File: src/rtl/i2c_arbiter.sv
// Round-robin arbiter granting one of four requesters access to a single I2C master.
// Runs one transaction per grant and reports completion as a done (ACK) or err (NACK/timeout) pulse.
module i2c_arbiter #(
  parameter int NREQ    = 4,
  parameter int TIMEOUT = 1023
) (
  input  logic              sys_clk,
  input  logic              rst,
  input  logic [NREQ-1:0]   req,
  input  logic [8*NREQ-1:0] req_addr,
  input  logic [8*NREQ-1:0] req_data,
  input  logic [NREQ-1:0]   req_wr,
  output logic [NREQ-1:0]   gnt,
  output logic [NREQ-1:0]   done,
  output logic [NREQ-1:0]   err,
  output logic [7:0]        m_addr,
  output logic [7:0]        m_data,
  output logic              m_wr,
  output logic              m_run,
  input  logic              m_busy,
  input  logic              m_done,
  input  logic              m_nack
);

  localparam int          IW        = $clog2(NREQ);
  localparam logic [9:0]  TIMER_MAX = 10'(TIMEOUT);

  typedef enum logic [2:0] {
    IDLE,
    ARB,
    LAUNCH,
    WAIT_DONE,
    COMPLETE
  } state_t;

  state_t         state, next_state;
  logic [9:0]     timer;
  logic [IW-1:0]  last;
  logic [IW-1:0]  winner;
  logic [IW-1:0]  idx;
  logic           found;
  logic           timer_hit;
  logic           arb_go;
  logic           clear_timer;
  logic           set_done;
  logic           set_err;

  assign timer_hit = (timer == TIMER_MAX);

  // Round-robin search: the first set req bit at or after last+1 wins.
  always_comb begin
    winner = last;
    found  = 1'b0;
    idx    = '0;
    for (int k = 1; k <= NREQ; k++) begin
      idx = last + IW'(k);
      if (!found && req[idx]) begin
        winner = idx;
        found  = 1'b1;
      end
    end
  end

  always_ff @(posedge sys_clk) begin
    if (!rst) state <= IDLE;
    else      state <= next_state;
  end

  always_comb begin
    next_state  = state;
    m_run       = 1'b0;
    arb_go      = 1'b0;
    clear_timer = 1'b0;
    set_done    = 1'b0;
    set_err     = 1'b0;
    case (state)
      IDLE: begin
        if (|req) next_state = ARB;
      end
      ARB: begin
        if (|req) begin
          arb_go      = 1'b1;
          clear_timer = 1'b1;
          next_state  = LAUNCH;
        end else begin
          next_state = IDLE;
        end
      end
      LAUNCH: begin
        // m_busy means the master has taken the request; it wins over an expiring timer.
        if (m_busy) begin
          clear_timer = 1'b1;
          next_state  = WAIT_DONE;
        end else if (timer_hit) begin
          set_err    = 1'b1;
          next_state = COMPLETE;
        end else begin
          m_run = 1'b1;
        end
      end
      WAIT_DONE: begin
        if (m_done) begin
          set_done   = !m_nack;
          set_err    = m_nack;
          next_state = COMPLETE;
        end else if (timer_hit) begin
          set_err    = 1'b1;
          next_state = COMPLETE;
        end
      end
      COMPLETE: begin
        next_state = IDLE;
      end
      default: begin
        next_state = IDLE;
      end
    endcase
  end

  always_ff @(posedge sys_clk) begin
    if (!rst) begin
      timer <= '0;
    end else if (clear_timer) begin
      timer <= '0;
    end else if (state == LAUNCH || state == WAIT_DONE) begin
      timer <= timer + 10'd1;
    end else begin
      timer <= '0;
    end
  end

  // Grant and master-side fields are captured once in ARB and held until COMPLETE.
  always_ff @(posedge sys_clk) begin
    if (!rst) begin
      gnt    <= '0;
      done   <= '0;
      err    <= '0;
      m_addr <= '0;
      m_data <= '0;
      m_wr   <= 1'b0;
      last   <= IW'(NREQ - 1);
    end else begin
      done <= '0;
      err  <= '0;
      if (arb_go) begin
        gnt    <= NREQ'(1) << winner;
        m_addr <= req_addr[int'(winner)*8 +: 8];
        m_data <= req_data[int'(winner)*8 +: 8];
        m_wr   <= req_wr[winner];
        last   <= winner;
      end
      if (set_done) done <= gnt;
      if (set_err)  err  <= gnt;
      if (state == COMPLETE) gnt <= '0;
    end
  end

endmodule

File: config.mk
export PLATFORM = sky130hd
export DESIGN_NAME = i2c_arbiter
export DESIGN_NICKNAME = d
export VERILOG_FILES = /design/src/rtl/i2c_arbiter.sv
export SDC_FILE = /design/constraint.sdc
export NUM_CORES = 1
export LEC_CHECK = 0
export ABC_AREA = 1
export CORE_AREA = 8 8 78 97
export DETAILED_ROUTE_END_ITERATION = 16
export DIE_AREA = 0 0 86 105
export MAX_ROUTING_LAYER = met4
export PLACE_DENSITY = 0.77
export SYNTH_ARGS = -nofsm -noshare
export SYNTH_HDL_FRONTEND = slang
export SYNTH_SLANG_ARGS = --single-unit
File: constraint.sdc
create_clock -name sys_clk -period 2.1 [get_ports sys_clk]
set_input_delay 0.42 -clock sys_clk [delete_from_list [all_inputs] [get_ports sys_clk]]
set_output_delay 0.42 -clock sys_clk [all_outputs]
set_load 0.02 [all_outputs]
Word level (Yosys, flattened, before mapping)
Index checks and enable logic that the tools add are counted.

Order comparisons: 5. Reduce and logical (&&, ||, !) cells: 14. Shift-type cells: 3. $add $sub $neg: 4. Bitwise operators: 2. Equal/unequal tests: 6. Mux-type cells: 36.

Operators with widths (count): 32-bit by 6-bit indexed part select with 8-bit output (2); 1-bit 2-to-1 mux (19); 2-bit by 3-bit less-than comparator with 1-bit output (second input constant) (5); 3-bit 2-to-1 mux (4); 3-bit case mux with 4 select lines (1); 10-bit by 1-bit adder with 10-bit output (second input constant) (1); 1-bit binary-select mux with 2-bit select (5); 10-bit == test (second input constant) (1); 2-bit 2-to-1 mux (5); 3-bit by 2-bit == test with 1-bit output (second input constant) (2); 2-bit adder (second input constant) (2); 1-bit zero test (4); 1-bit case mux with 2 select lines (2); 2-bit AND reduction (2); 4-bit OR reduction (1); 1-bit by 2-bit << shifter with 4-bit output (first input constant) (1); 3-bit by 1-bit == test with 1-bit output (second input constant) (1); 3-bit == test (second input constant) (1); 1-bit logical AND (3); 3-bit zero test (1); 3-bit OR reduction (1); 2-bit by 1-bit adder with 2-bit output (second input constant) (1); 2-bit inequality test (second input constant) (1); 1-bit inverter (2); 2 further kinds (2).

Bits in registers: 44. Word-level logic and storage cells: 79. Input port bits: 77. Output and inout port bits: 30.

Longest topological paths before layout
Depth in word-level cells: 15. Depth in mapped cells: 14. Depth with buffers taken out: 13.

Least setup slack after synthesis
OpenSTA, ideal clock, no wires.

Path kind: register -> output. Start: register timer[0]. End: output m_run. Buffers on the path: 0. Path slack: 0.393 ns. Cell stages (with the launch flop): 9. Arrival: 1.287 ns. Data required time: 1.680 ns. Path through: dfxtp_1 > ha_1 > nand2_1 > nor3_2 > nand2_1 > nor3_2 > nand2_1 > nand3_1 > inv_1.

Longest elaborated chain between the ends: 4.

Ends and longest elaborated chain: from (decl) (RTL line 37) `logic [9:0] timer;`; from (signal assigned) (RTL line 126) `timer <= timer + 10'd1;`; 10-bit == test (RTL line 48) `assign timer_hit = (timer == TIMER_MAX);`; 1-bit 2-to-1 mux (RTL line 94) `end else if (timer_hit) begin`; 1-bit 2-to-1 mux (RTL line 91) `if (m_busy) begin`; 1-bit 2-to-1 mux (RTL line 76) `case (state)`; to (decl) (RTL line 19) `output logic m_run,`.

Every way passes these cells.

Worst setup path after layout
Start: register timer[1]. End: output m_run.

The elaborated chain is that of the path after synthesis.

==> reports/qor.csv <==
stage;metric;value;unit
final_layout;synth-to-layout area growth;59.68;%
timing;Final period util;0.9655;
worst_setup_path;Setup crit end;m_run;
placement;Port Buf Inserts;106;
detailed_routing;Final Routed Wirelength;8.052;mm
synth;Cell variety after synth;31;
grt;first-pass GRT wire length;13.68;mm
synth;Seq cells post-synth;44;
timing;Worst Tran Pin Value;334.1;ps
floorplanning;Die Footprint;9030;sq um
run_status;status;finished clean;
clock_network;H-tree levels;2;
worst_setup_path;Reg-to-Reg Start;timer[1]$_SDFF_PP0_;
floorplanning;I/O pin total;107;
power_and_ir_drop;Leakage;1.752;nW
grt;vias in the first global route;3122;
floorplanning;die height;105;microns
synth;Syn Inst Count;374;
worst_setup_path;r2r setup slk;150;ps
clock_network;CTS tree;done;
floorplanning;die width;86;microns
grt;GRT Total Usage;0.1877;
timing;Final Hold Viols;0;
detailed_routing;DRC;0;
timing;Peak Freq;0.4932;GHz
power_and_ir_drop;Max IR drop VDD;0.5551;mV
placement;GPL Wtd Cong;0.9199;
timing;Setup Viol. Count Final;0;
final_layout;layout cells sized above 1;0.1703;
timing;relative slew slack;0.7771;
timing;fin crit period;2028;ps
detailed_routing;total number of vias;2928;
timing;final setup skew;6.655;ps
placement;placed insts;571;
clock_network;Reg clk slew, reported paths;90;ps
worst_setup_path;CP max FO;2;
synth;Avg Inst Size Synth;6.704;sq um
floorplanning;core box area;6046;sq um
final_layout;antenna cells;0;
floorplanning;num rows;32;
placement;Place WS;-126.1;ps
grt;largest net degree at the start of global routing;35;
synth;sequential fraction of the synthesis area;0.3513;
synth;Post-Syn Area;2507;sq um
clock_network;Post-CTS Hold Buffers;0;
job;maxcap violations;0;
power_and_ir_drop;P per Cell Area;865.1;nW/um^2
timing;Max Slew Vio Count;0;
worst_setup_path;crit path DAT;1610;ps
worst_setup_path;critical path capture point type;primary output;
floorplanning;initial core utilization;0.4147;
detailed_routing;Avg WL per Cell;13.65;microns
synth;Mapped Nets;452;
min_path;Hold WC Path Type;reg2reg;
grt;Congestion Overflow GR;0;
final_layout;Non-Filler Instances;590;
worst_setup_path;R2R Path End;timer[8]$_SDFF_PP0_;
clock_network;Clk Latency, worst-skew pair;300;ps
clock_network;root buf cell;clkbuf_8;
grt;antenna violations before repair;0;
timing;Worst Hold Slack;459.4;ps
detailed_routing;antenna viol nets, final;0;
final_layout;final core utilization;0.6623;
final_layout;Final nets;582;
worst_setup_path;Register-to-Register Path Depth;14;
placement;post-DP HPWL;6.299;mm
worst_setup_path;Crit Path Category;reg2out;
worst_setup_path;Critical Path Source Type;flip-flop;
timing;setup ws final;72.38;ps
worst_setup_path;CP required;1680;ps
timing;TNS Setup;0;ps
timing;RSZ-0062 raised after global routing;true;
detailed_routing;Via density;4.963;
worst_setup_path;Worst Setup SP;timer[1]$_SDFF_PP0_;
detailed_routing;1st-iter DRT viols;133;
clock_network;Num CTS Buffers;5;
synth;Synth Warn #;0;
detailed_routing;DRT Pass-1 Iters;4;
clock_network;clk buf depth;2;
clock_network;Clock Sinks;44;
## per-stage QoR
stage,instance area (sq um),total power (W)
after floorplan,2507,0.002190
after global placement,3751,0.002759
after CTS,3934,0.003470
after global routing,4004,0.003717
final,4004,0.003464
after detailed placement,3751,0.002794
## cell families (layout without fill, tap and decap cells)
kind of cell / Yosys count / after routing / synth area share
adder cells (fa/ha/maj): 1 / 1 / 0.004989
flip-flops: 44 / 44 / 0.3513
AO/OA/AOI/OAI: 21 / 21 / 0.04691
buffers and inverters: 39 / 170 / 0.08582
XOR/XNOR: 1 / 1 / 0.003494
AND/OR/NAND/NOR: 268 / 268 / 0.5075
## area by class of cell
class / count / area, sq um
Sequential cell: 44 / 884.6
Timing Repair Buffer: 135 / 1330
Clock inverter: 3 / 46.29
Multi-Input combinational cell: 291 / 1459
Fill cell: 543 / 2042
Tap cell: 85 / 106.4
Inverter: 27 / 108.9
Clock buffer: 5 / 68.82
## synth_stat cells
master / number / area [sq um]
buf_4: 1 / 7.510
nand3_4: 1 / 17.52
a21oi_2: 1 / 8.760
nand4_1: 1 / 6.260
o21a_1: 1 / 7.510
nor3_2: 2 / 20.02
inv_4: 2 / 12.51
or2_2: 3 / 18.77
nor3b_1: 2 / 15.01
nand2_4: 3 / 33.78
nand3_1: 72 / 360.4
a21oi_1: 11 / 55.05
nand4_2: 1 / 12.51
ha_1: 1 / 12.51
nor2_1: 32 / 120.1
nand3_2: 10 / 100.1
inv_1: 23 / 86.33
o211ai_1: 1 / 7.510
buf_6: 6 / 67.56
nand2_1: 124 / 465.5
nor2_2: 3 / 18.77
buf_2: 3 / 15.01
buf_8: 1 / 15.01
dfxtp_1: 44 / 880.8
clkbuf_1: 1 / 3.750
o21ai_0: 4 / 20.02
inv_2: 2 / 7.510
a31oi_1: 3 / 18.77
nor3_1: 3 / 15.01
nand2_2: 11 / 68.82
xor2_1: 1 / 8.760
## what timing repair did
action	in CTS	in global routing
endpoints found under the setup margin	1	19
pin swaps	4	5
resized for setup	7	14
buffers inserted	9	2
## metal layers
layer,global-route usage,vias to the layer above,part of all wire
met5,-,-,0
met2,0.3221,122,0.49
met4,0.05528,0,0.016
met1,0.1939,1317,0.41
met3,0.06897,14,0.086
li1,-,1475,-
## cell usage in the layout, fill, tap and decap left out, drive strengths merged, types with 2 or more instances in the layout
cell           count
clkbuf             5
nor3               5
inv               28
dfxtp             44
a21oi             12
nand4              2
buf               30
clkdlybuf4s50    105
nor2              35
nor3b              2
nand2            138
or2                3
nand3             83
o21ai              4
a31oi              3
## sequential cells by signal, summed over array words and instances, names as in the netlist
signal and cells:
last 2, timer 10, err 4, done 4, m_wr 1, m_data 8
gnt 4, m_addr 8, state 3
## power breakdown
group          switching (W)  internal [W]  total [W]
Combinational        0.00102      0.000774    0.00179
Sequential         0.0000709      0.000933    0.00100
Clock               0.000311      0.000359   0.000670
## worst min-delay path by stage
stage / slack, ps / end / startpoint / cells after the start
2_1_floorplan: 420 / timer[0]$_SDFF_PP0_ / timer[0]$_SDFF_PP0_ / 1
3_3_place_gp: 440 / m_addr[4]$_SDFFE_PN0P_ / m_addr[4]$_SDFFE_PN0P_ / 2
3_5_place_dp: 440 / m_data[6]$_SDFFE_PN0P_ / m_data[6]$_SDFFE_PN0P_ / 2
4_1_cts: 460 / m_addr[6]$_SDFFE_PN0P_ / m_addr[6]$_SDFFE_PN0P_ / 2
5_1_grt: 480 / m_data[5]$_SDFFE_PN0P_ / m_data[5]$_SDFFE_PN0P_ / 2
6_report: 460 / m_addr[6]$_SDFFE_PN0P_ / m_addr[6]$_SDFFE_PN0P_ / 2
## critical path, cell delays in order, from the launching register on
cell and delay (ps):
dfxtp_2 360, ha_4 150, nand2_4 60, nor3_4 190, nand2_2 100, nor3_4 150
nand2_2 90, nand3_2 70, inv_2 30, buf_6 120
(Power assumes the default switching activity.)
